$ cat config.mk
export PLATFORM = sky130hd
export DESIGN_NAME = dadda_mac
export DESIGN_NICKNAME = d
export VERILOG_FILES = /design/src/rtl/dadda_mac.sv
export SDC_FILE = /design/constraint.sdc
export NUM_CORES = 1
export LEC_CHECK = 0
export BUFFER_PORTS_ARGS = -buffer_cell sky130_fd_sc_hd__buf_2
export CORE_ASPECT_RATIO = 0.8
export CORE_MARGIN = 1.5
export CORE_UTILIZATION = 55
export CTS_CLUSTER_SIZE = 28
export DETAILED_ROUTE_END_ITERATION = 7
export GPL_TIMING_DRIVEN = 0
export PLACE_DENSITY = 0.78
export SLEW_MARGIN = 20
export SYNTH_ARGS = -nofsm -noshare
export SYNTH_HDL_FRONTEND = slang
export SYNTH_HIERARCHICAL = 1
export SYNTH_SLANG_ARGS = --single-unit
$ cat constraint.sdc
create_clock -name clk -period 4.4 [get_ports clk]
set_input_delay 1.32 -clock clk [delete_from_list [all_inputs] [get_ports clk]]
set_output_delay 1.32 -clock clk [all_outputs]
set_load 0.005 [all_outputs]
$ cat src/rtl/dadda_mac.sv
// Multiply-accumulate stage: an 8x8 Dadda multiplier feeding a burst accumulator.
// Sums the products of each in_last-terminated burst and outputs the result over a valid/ready handshake.
module dadda (
  input  logic [7:0]  a,
  input  logic [7:0]  b,
  output logic [15:0] p
);
  always_comb begin : reduce
    logic col [16][16];
    logic nc  [16][16];
    int   h   [16];
    int   nh  [16];
    int   d, idx, tot;
    logic [15:0] row0, row1;
    for (int c = 0; c < 16; c++) begin
      h[c] = 0;
      for (int r = 0; r < 16; r++) col[c][r] = 1'b0;
    end
    for (int i = 0; i < 8; i++)
      for (int j = 0; j < 8; j++) begin
        col[i+j][h[i+j]] = a[i] & b[j];
        h[i+j] = h[i+j] + 1;
      end
    // Dadda height targets 6, 4, 3, 2; carries into column c are counted before c is reduced
    for (int s = 0; s < 4; s++) begin
      d = (s == 0) ? 6 : (s == 1) ? 4 : (s == 2) ? 3 : 2;
      for (int c = 0; c < 16; c++) begin
        nh[c] = 0;
        for (int r = 0; r < 16; r++) nc[c][r] = 1'b0;
      end
      for (int c = 0; c < 16; c++) begin
        idx = 0;
        for (int k = 0; k < 8; k++) begin
          tot = h[c] - idx + nh[c];
          if (tot > d) begin
            if (tot - d >= 2) begin
              nc[c][nh[c]] = col[c][idx] ^ col[c][idx+1] ^ col[c][idx+2];
              if (c < 15) begin
                nc[c+1][nh[c+1]] = (col[c][idx] & col[c][idx+1]) |
                                   (col[c][idx] & col[c][idx+2]) |
                                   (col[c][idx+1] & col[c][idx+2]);
                nh[c+1] = nh[c+1] + 1;
              end
              idx = idx + 3;
            end else begin
              nc[c][nh[c]] = col[c][idx] ^ col[c][idx+1];
              if (c < 15) begin
                nc[c+1][nh[c+1]] = col[c][idx] & col[c][idx+1];
                nh[c+1] = nh[c+1] + 1;
              end
              idx = idx + 2;
            end
            nh[c] = nh[c] + 1;
          end
        end
        for (int r = 0; r < 16; r++)
          if (r >= idx && r < h[c]) begin
            nc[c][nh[c]] = col[c][r];
            nh[c] = nh[c] + 1;
          end
      end
      for (int c = 0; c < 16; c++) begin
        h[c] = nh[c];
        for (int r = 0; r < 16; r++) col[c][r] = nc[c][r];
      end
    end
    for (int c = 0; c < 16; c++) begin
      row0[c] = col[c][0];
      row1[c] = col[c][1];
    end
    p = row0 + row1;
  end
endmodule

module dadda_mac #(
  parameter int LEN   = 8,
  parameter int ACC_W = 24,
  parameter int CNT_W = 8
) (
  input  logic             clk,
  input  logic             rst_n,
  input  logic             in_valid,
  output logic             in_ready,
  input  logic [LEN-1:0]   in_a,
  input  logic [LEN-1:0]   in_b,
  input  logic             in_last,
  output logic             out_valid,
  input  logic             out_ready,
  output logic [ACC_W-1:0] out_acc,
  output logic [CNT_W-1:0] out_count,
  output logic             out_ovf
);
  typedef enum logic [1:0] {ACC, DRAIN, DONE} state_t;

  state_t             state_q, state_d;
  logic [LEN-1:0]     a_q, a_d, b_q, b_d;
  logic               last1_q, last1_d, s1_vld_q, s1_vld_d;
  logic [2*LEN-1:0]   prod_q, prod_d, prod_w;
  logic               last2_q, last2_d, s2_vld_q, s2_vld_d;
  logic [ACC_W-1:0]   acc_q, acc_d;
  logic [CNT_W-1:0]   cnt_q, cnt_d;
  logic               ovf_q, ovf_d, out_valid_q, out_valid_d;
  logic [ACC_W:0]     sum_w;

  dadda u_dadda (.a(a_q), .b(b_q), .p(prod_w));

  assign in_ready = (state_q == ACC);
  assign sum_w    = {1'b0, acc_q} + {{(ACC_W+1-2*LEN){1'b0}}, prod_q};

  always_comb begin
    state_d     = state_q;
    a_d         = a_q;
    b_d         = b_q;
    last1_d     = last1_q;
    s1_vld_d    = in_valid && in_ready;
    prod_d      = prod_q;
    last2_d     = last2_q;
    s2_vld_d    = s1_vld_q;
    acc_d       = acc_q;
    cnt_d       = cnt_q;
    ovf_d       = ovf_q;
    out_valid_d = out_valid_q;
    if (in_valid && in_ready) begin
      a_d     = in_a;
      b_d     = in_b;
      last1_d = in_last;
    end
    if (s1_vld_q) begin
      prod_d  = prod_w;
      last2_d = last1_q;
    end
    if (s2_vld_q) begin
      acc_d = sum_w[ACC_W-1:0];
      ovf_d = ovf_q | sum_w[ACC_W];
      if (cnt_q != {CNT_W{1'b1}}) cnt_d = cnt_q + 1'b1;
    end
    case (state_q)
      ACC:   if (in_valid && in_last) state_d = DRAIN;
      DRAIN: if (s2_vld_q && last2_q) begin
               state_d     = DONE;
               out_valid_d = 1'b1;
             end
      DONE:  if (out_ready) begin
               state_d     = ACC;
               out_valid_d = 1'b0;
               acc_d       = '0;
               cnt_d       = '0;
               ovf_d       = 1'b0;
             end
      default: state_d = ACC;
    endcase
  end

  always_ff @(posedge clk or negedge rst_n) begin
    if (!rst_n) begin
      state_q     <= ACC;
      a_q         <= '0;
      b_q         <= '0;
      last1_q     <= 1'b0;
      s1_vld_q    <= 1'b0;
      prod_q      <= '0;
      last2_q     <= 1'b0;
      s2_vld_q    <= 1'b0;
      acc_q       <= '0;
      cnt_q       <= '0;
      ovf_q       <= 1'b0;
      out_valid_q <= 1'b0;
    end else begin
      state_q     <= state_d;
      a_q         <= a_d;
      b_q         <= b_d;
      last1_q     <= last1_d;
      s1_vld_q    <= s1_vld_d;
      prod_q      <= prod_d;
      last2_q     <= last2_d;
      s2_vld_q    <= s2_vld_d;
      acc_q       <= acc_d;
      cnt_q       <= cnt_d;
      ovf_q       <= ovf_d;
      out_valid_q <= out_valid_d;
    end
  end

  assign out_valid = out_valid_q;
  assign out_acc   = acc_q;
  assign out_count = cnt_q;
  assign out_ovf   = ovf_q;
endmodule

# [Word-level counts from Yosys, hierarchy flattened]
# Index checks and enable logic that the tools add are counted.
[classes] order_cmp=0 div_mod_pow=0 n_reduce_logical=7 eq_ne=6 n_mul=0 addsub=3 n_mux=17 shifts=0 n_bitwise=324
[ops] op="bitwise AND 1 bit" n=176
[ops] op="bitwise XOR 1 bit" n=77
[ops] op="2-to-1 mux 24 bit" n=3
[ops] op="bitwise OR 1 bit" n=71
[ops] op="2-to-1 mux 8 bit" n=4
[ops] op="adder 24 x 16 -> 25 bit" n=1
[ops] op="adder 15 x 15 -> 16 bit" n=1
[ops] op="adder 8 x 1 -> 8 bit (second input constant)" n=1
[ops] op="inequality test 8 bit (second input constant)" n=1
[ops] op="2-to-1 mux 2 bit" n=3
[ops] op="one-hot mux 2 bit (3 select lines)" n=1
[ops] op="AND reduction 3 bit" n=2
[ops] op="2-to-1 mux 1 bit" n=5
[ops] op="inequality test 2 bit (second input constant)" n=2
[ops] op="logical AND 1 bit" n=3
[ops] op="== test 2 x 1 -> 1 bit (second input constant)" n=1
[ops] op="== test 2 bit (second input constant)" n=1
[ops] op="zero test 2 bit" n=1
[ops] op="inequality test 2 x 1 -> 1 bit (second input constant)" n=1
[ops] op="one-hot mux 1 bit (2 select lines)" n=1
[ops] op="nonzero test 2 bit" n=1
[totals] inputBits=21 ff_bits=72 mem_count=0 latch_bits=0 ramBits=0 romBits=0 word_cells=369

# [Logic depth before layout (Yosys ltp)]
[depth] ltp_word=14 depth_mapped=17 ltp_nobuf=16

# [By module]
# Netlist, hierarchy kept.
[by_module_without_submodules] mod="dadda_mac" seq_area_each_um2=1801.7 cells_per_inst=346 instances=1 area_each_um2=3743.6
[by_module_without_submodules] mod="dadda" seq_area_each_um2=0.0 cells_per_inst=247 instances=1 area_each_um2=1963.1

# [Least setup slack after synthesis]
# OpenSTA, ideal clock, no wires.
[synth_path] path_kind="flip-flop to flip-flop" start="reg b_q[7]" end="reg prod_q[12]" period_less_slack_ns=4.129 n_path_buf=0 arrival_time_ns=4.005 path_stages_with_launch=17 required_time_ns=4.275 setup_time_ns=0.125 path_slack_ns=0.271 cell_sequence="dfrtp_1 > and2_1 > fa_1 > inv_1 > fa_1 > inv_1 > fa_1 > inv_1 > fa_1 > inv_1 > ha_1 > a21oi_1 > o21ai_0 > a21oi_1 > o21ai_0 > xor2_1 > mux2_2"
[synth_between] elab_chain_cells=14 elab_cells_between_ends=129 cone_classes="add/sub (1); bitwise (128)"
[synth_lines] item="start, declared" line_no="96" text="logic [LEN-1:0] a_q, a_d, b_q, b_d;"
[synth_lines] item="start signal, assigned" line_no="158" text="b_q <= '0;"
[synth_lines] item="start signal, assigned" line_no="171" text="b_q <= b_d;"
[synth_lines] item="bitwise AND 1 bit" line_no="21" text="col[i+j][h[i+j]] = a[i] & b[j];"
[synth_lines] item="bitwise AND 1 bit (on tied branches)" line_no="39, 40"
[synth_lines] item="bitwise OR 1 bit" line_no="39" text="nc[c+1][nh[c+1]] = (col[c][idx] & col[c][idx+1]) |"
[synth_lines] item="bitwise OR 1 bit" line_no="40" text="(col[c][idx] & col[c][idx+2]) |"
[synth_lines] item="bitwise AND 1 bit (on tied branches)"
[synth_lines] item="bitwise OR 1 bit" line_no="39"
[synth_lines] item="bitwise OR 1 bit" line_no="40"
[synth_lines] item="bitwise AND 1 bit (on tied branches)"
[synth_lines] item="bitwise OR 1 bit" line_no="39"
[synth_lines] item="bitwise OR 1 bit" line_no="40"
[synth_lines] item="bitwise AND 1 bit (on tied branches)"
[synth_lines] item="bitwise OR 1 bit" line_no="39"
[synth_lines] item="bitwise OR 1 bit" line_no="40"
[synth_lines] item="adder 15 x 15 -> 16 bit (*)" line_no="71" text="p = row0 + row1;"
[synth_lines] item="named net prod_w[12]" line_no="98" text="logic [2*LEN-1:0] prod_q, prod_d, prod_w;"
[synth_lines] item="end signal, assigned" line_no="174" text="prod_q <= prod_d;"
[synth_lines] item="end, declared" line_no="98"
# Mark *: on every way through the listed nets, which the timed path passes. The rest lies on a longest branch.
# A chain may end at the register's enable or synchronous reset.

# [Worst setup path after layout]
[layout_path] start="reg a_q[0]" end="reg prod_q[15]"
[layout_between] elab_chain_cells=14 elab_cells_between_ends=142 cone_classes="add/sub (1); bitwise (141)"
[layout_lines] item="start, declared" line_no="96"
[layout_lines] item="start signal, assigned" line_no="157" text="a_q <= '0;"
[layout_lines] item="start signal, assigned" line_no="170" text="a_q <= a_d;"
[layout_lines] item="bitwise AND 1 bit" line_no="21"
[layout_lines] item="bitwise AND 1 bit (on tied branches)" line_no="39, 40"
[layout_lines] item="bitwise OR 1 bit" line_no="39"
[layout_lines] item="bitwise OR 1 bit" line_no="40"
[layout_lines] item="bitwise AND 1 bit (on tied branches)"
[layout_lines] item="bitwise OR 1 bit" line_no="39"
[layout_lines] item="bitwise OR 1 bit" line_no="40"
[layout_lines] item="bitwise AND 1 bit (on tied branches)" line_no="39, 40"
[layout_lines] item="bitwise OR 1 bit" line_no="39"
[layout_lines] item="bitwise OR 1 bit" line_no="40"
[layout_lines] item="bitwise AND 1 bit (on tied branches)"
[layout_lines] item="bitwise OR 1 bit" line_no="39"
[layout_lines] item="bitwise OR 1 bit" line_no="40"
[layout_lines] item="adder 15 x 15 -> 16 bit (*)" line_no="71"
[layout_lines] item="named net prod_w[15]" line_no="98"
# Marks and branches as above.

==> metrics.txt <==
std cell rows=33; final hold slack=approximately 0.38 ns; fin nets=approximately 760; Hold Vio Cnt, Final=0; Starting Density=around 56%; critical path fanouts, max=9; multi-input logic area=between 0.003 and 0.004 mm^2; Die X=117 um; CP delay by family, top=adder cells; # clock sinks=72; Num CTS Buffers=9; count of input and output buffers=55; total global-route track usage=24.1%; status=complete, no violations; reg2reg path depth=15; fraction of registers with async set/reset=100%; reg2reg start=a_q[0]; critical path cell sequence=and2_1, fa_1, inv_1, fa_1, inv_1, fa_1, inv_1, fa_1, inv_1, ha_2, nand4_1, a21oi_1, nor2_1, o21ai_0, mux2_2; slowest stage cell on the critical path=fa_1; insertion delay to the later sink of the worst-skew pair=0.33 ns; FF+latch count, synth=just over 70; syn avg cell area=9.62 um^2; Area after DPL=0.00619 mm^2; Arr. time, crit path=about 4.6 ns; period utilization=97.1%; Post-Syn Instances=593; Area growth syn-to-layout=14.7%; post-DP HPWL=about 9.4 mm; CP bufs+invs=4; actual slew at the worst max-slew pin=0.733 ns; post-synthesis sequential area ratio=31.6%; WP depth=15; largest net degree at the start of global routing=59; Slew Viols, Final=0; CP endpoint kind=flip-flop; hold path startpoint=s1_vld_q; DIE AREA=about 0.011 mm^2; Ports=56; Synth warnings=6; Placer Congestion=0.904; Initial DRC Count=252; Reg2Reg Setup Slack=approximately 0.13 ns; share of post-route cells with drive strength above 1=21.6%; Post-synth top flop=dfrtp_1; drc violations=0; net count after synthesis=689; critical path class=reg2reg; worst hold path type=reg2reg; most common cell after layout, fill and taps aside=dfrtp_1; setup_tns=0 ns; drt first pass iters=5; final WL=12.0 mm; CORE AREA=0.0102 mm^2; Routed WL per cell=14.9 um; first-pass GRT wire length=20.9 mm; relative slew slack=between 50% and 60%; Slowest Stage Delay on Critical Path=about 0.54 ns; final instance area=~0.0065 mm^2; # diodes=0; Max Freq=234 MHz; root buffer cell=clkbuf_16; Max-Cap Viols=0; clock skew=0.00568 ns; Post-CTS Hold Fix Bufs=0; vias=4446; Worst EP required=about 4.7 ns; CTS max path bufs=2; total global routing overflow=0; Reg clk slew, reported paths=about 0.050 ns; Chip Height=94.1 um; Cell variety after synth=56; Setup crit start=a_q[0]; CTS tree=yes; antenna violations before repair=0; Util after Layout=64.4%; commonest cells after routing, fill and taps aside=dfrtp_1, nor2_1, inv_1, buf_2, nand2_1; Setup crit start kind=flip-flop; # H-tree levels=3; Critical Path End=prod_q[15]; post-route minimum period=4.27 ns; Fillers=845; register area=0.00181 mm^2; EDFF count, synth=0; setup violators final=0; vias in the first global route=about 4500; Final ANT Viol Nets=0; Mapped Area=0.00571 mm^2; Avg Vias per Cell=approximately 5.5; RR Endpoint=prod_q[15]
==> metrics by stage <==
step	instances	setup slack, ns
2_1_floorplan	593	0.271
5_1_grt	806	-0.00916
3_3_place_gp	788	-0.0873
6_report	806	0.127
4_1_cts	805	0.0272
3_5_place_dp	789	-0.0629
==> registers in the layout, summed over array words and instances (netlist names) <==
name	flops
a_q	8
b_q	8
last1_q	1
last2_q	1
out_acc	24
out_count	8
out_ovf	1
out_valid	1
prod_q	16
s1_vld_q	1
s2_vld_q	1
state_q	2
==> area by class of cell <==
class                      instances  area share [%]
multi-input combinational        453            55.9
buffer                            11           0.784
clock inverter                     2           0.535
inverter                          57            3.27
timing repair buffer              57            4.78
clock buffer                      14            4.34
tap                              140            2.68
sequential                        72            27.7
==> routing by layer <==
metal	GRT usage (%)	up-vias	part of all wire, %
met3	5.16	26	4.8
li1	-	2144	-
met1	33.3	2159	47
met2	37.6	117	46
met5	0	-	0
met4	8.53	0	2.5
==> cells by family after synthesis <==
| logic type | Yosys count | synth area share (%) |
|---|---|---|
| simple gates | 200 | 17.0 |
| xor+xnor | 27 | 4.14 |
| flops | 72 | 31.6 |
| compound gates | 101 | 11.8 |
| buf+inv | 68 | 4.65 |
| mux | 50 | 9.52 |
| fa+ha+maj | 75 | 21.3 |
==> cell usage after synthesis (5+ instances only) <==
cell type	number	area share, %
a211oi_1	6	0.79
a21oi_1	36	3.2
a21o_1	7	0.92
o21ai_0	22	1.9
xnor2_1	16	2.5
mux2_2	34	6.7
mux2i_1	16	2.8
nor2_1	62	4.1
nand3_1	13	1.1
nand4_1	5	0.55
fa_1	37	13
xor2_1	11	1.7
clkbuf_1	5	0.33
inv_1	57	3.7
ha_1	38	8.3
dfrtp_1	72	32
nor3_1	8	0.70
nand2_1	48	3.2
and2_1	42	4.6
==> what timing repair did <==
action | 4_1_cts | 5_1_grt
setup buffers | 0 | 1
gates resized for setup | 2 | 14
endpoints found under the setup margin | 1 | 6
==> how the worst min path moves through the flow <==
stage                     endpoint  cells past startpoint  slack, ns
after global routing      s2_vld_q                      0       0.39
after CTS                 s2_vld_q                      0       0.38
after floorplan           s2_vld_q                      0       0.35
after detailed placement  s2_vld_q                      0       0.36
after global placement    s2_vld_q                      0       0.36
final                     s2_vld_q                      0       0.38
Power is left out: the tool's default activity adds up to more than one toggle a clock period on the data nets, which glitch-free logic cannot reach.
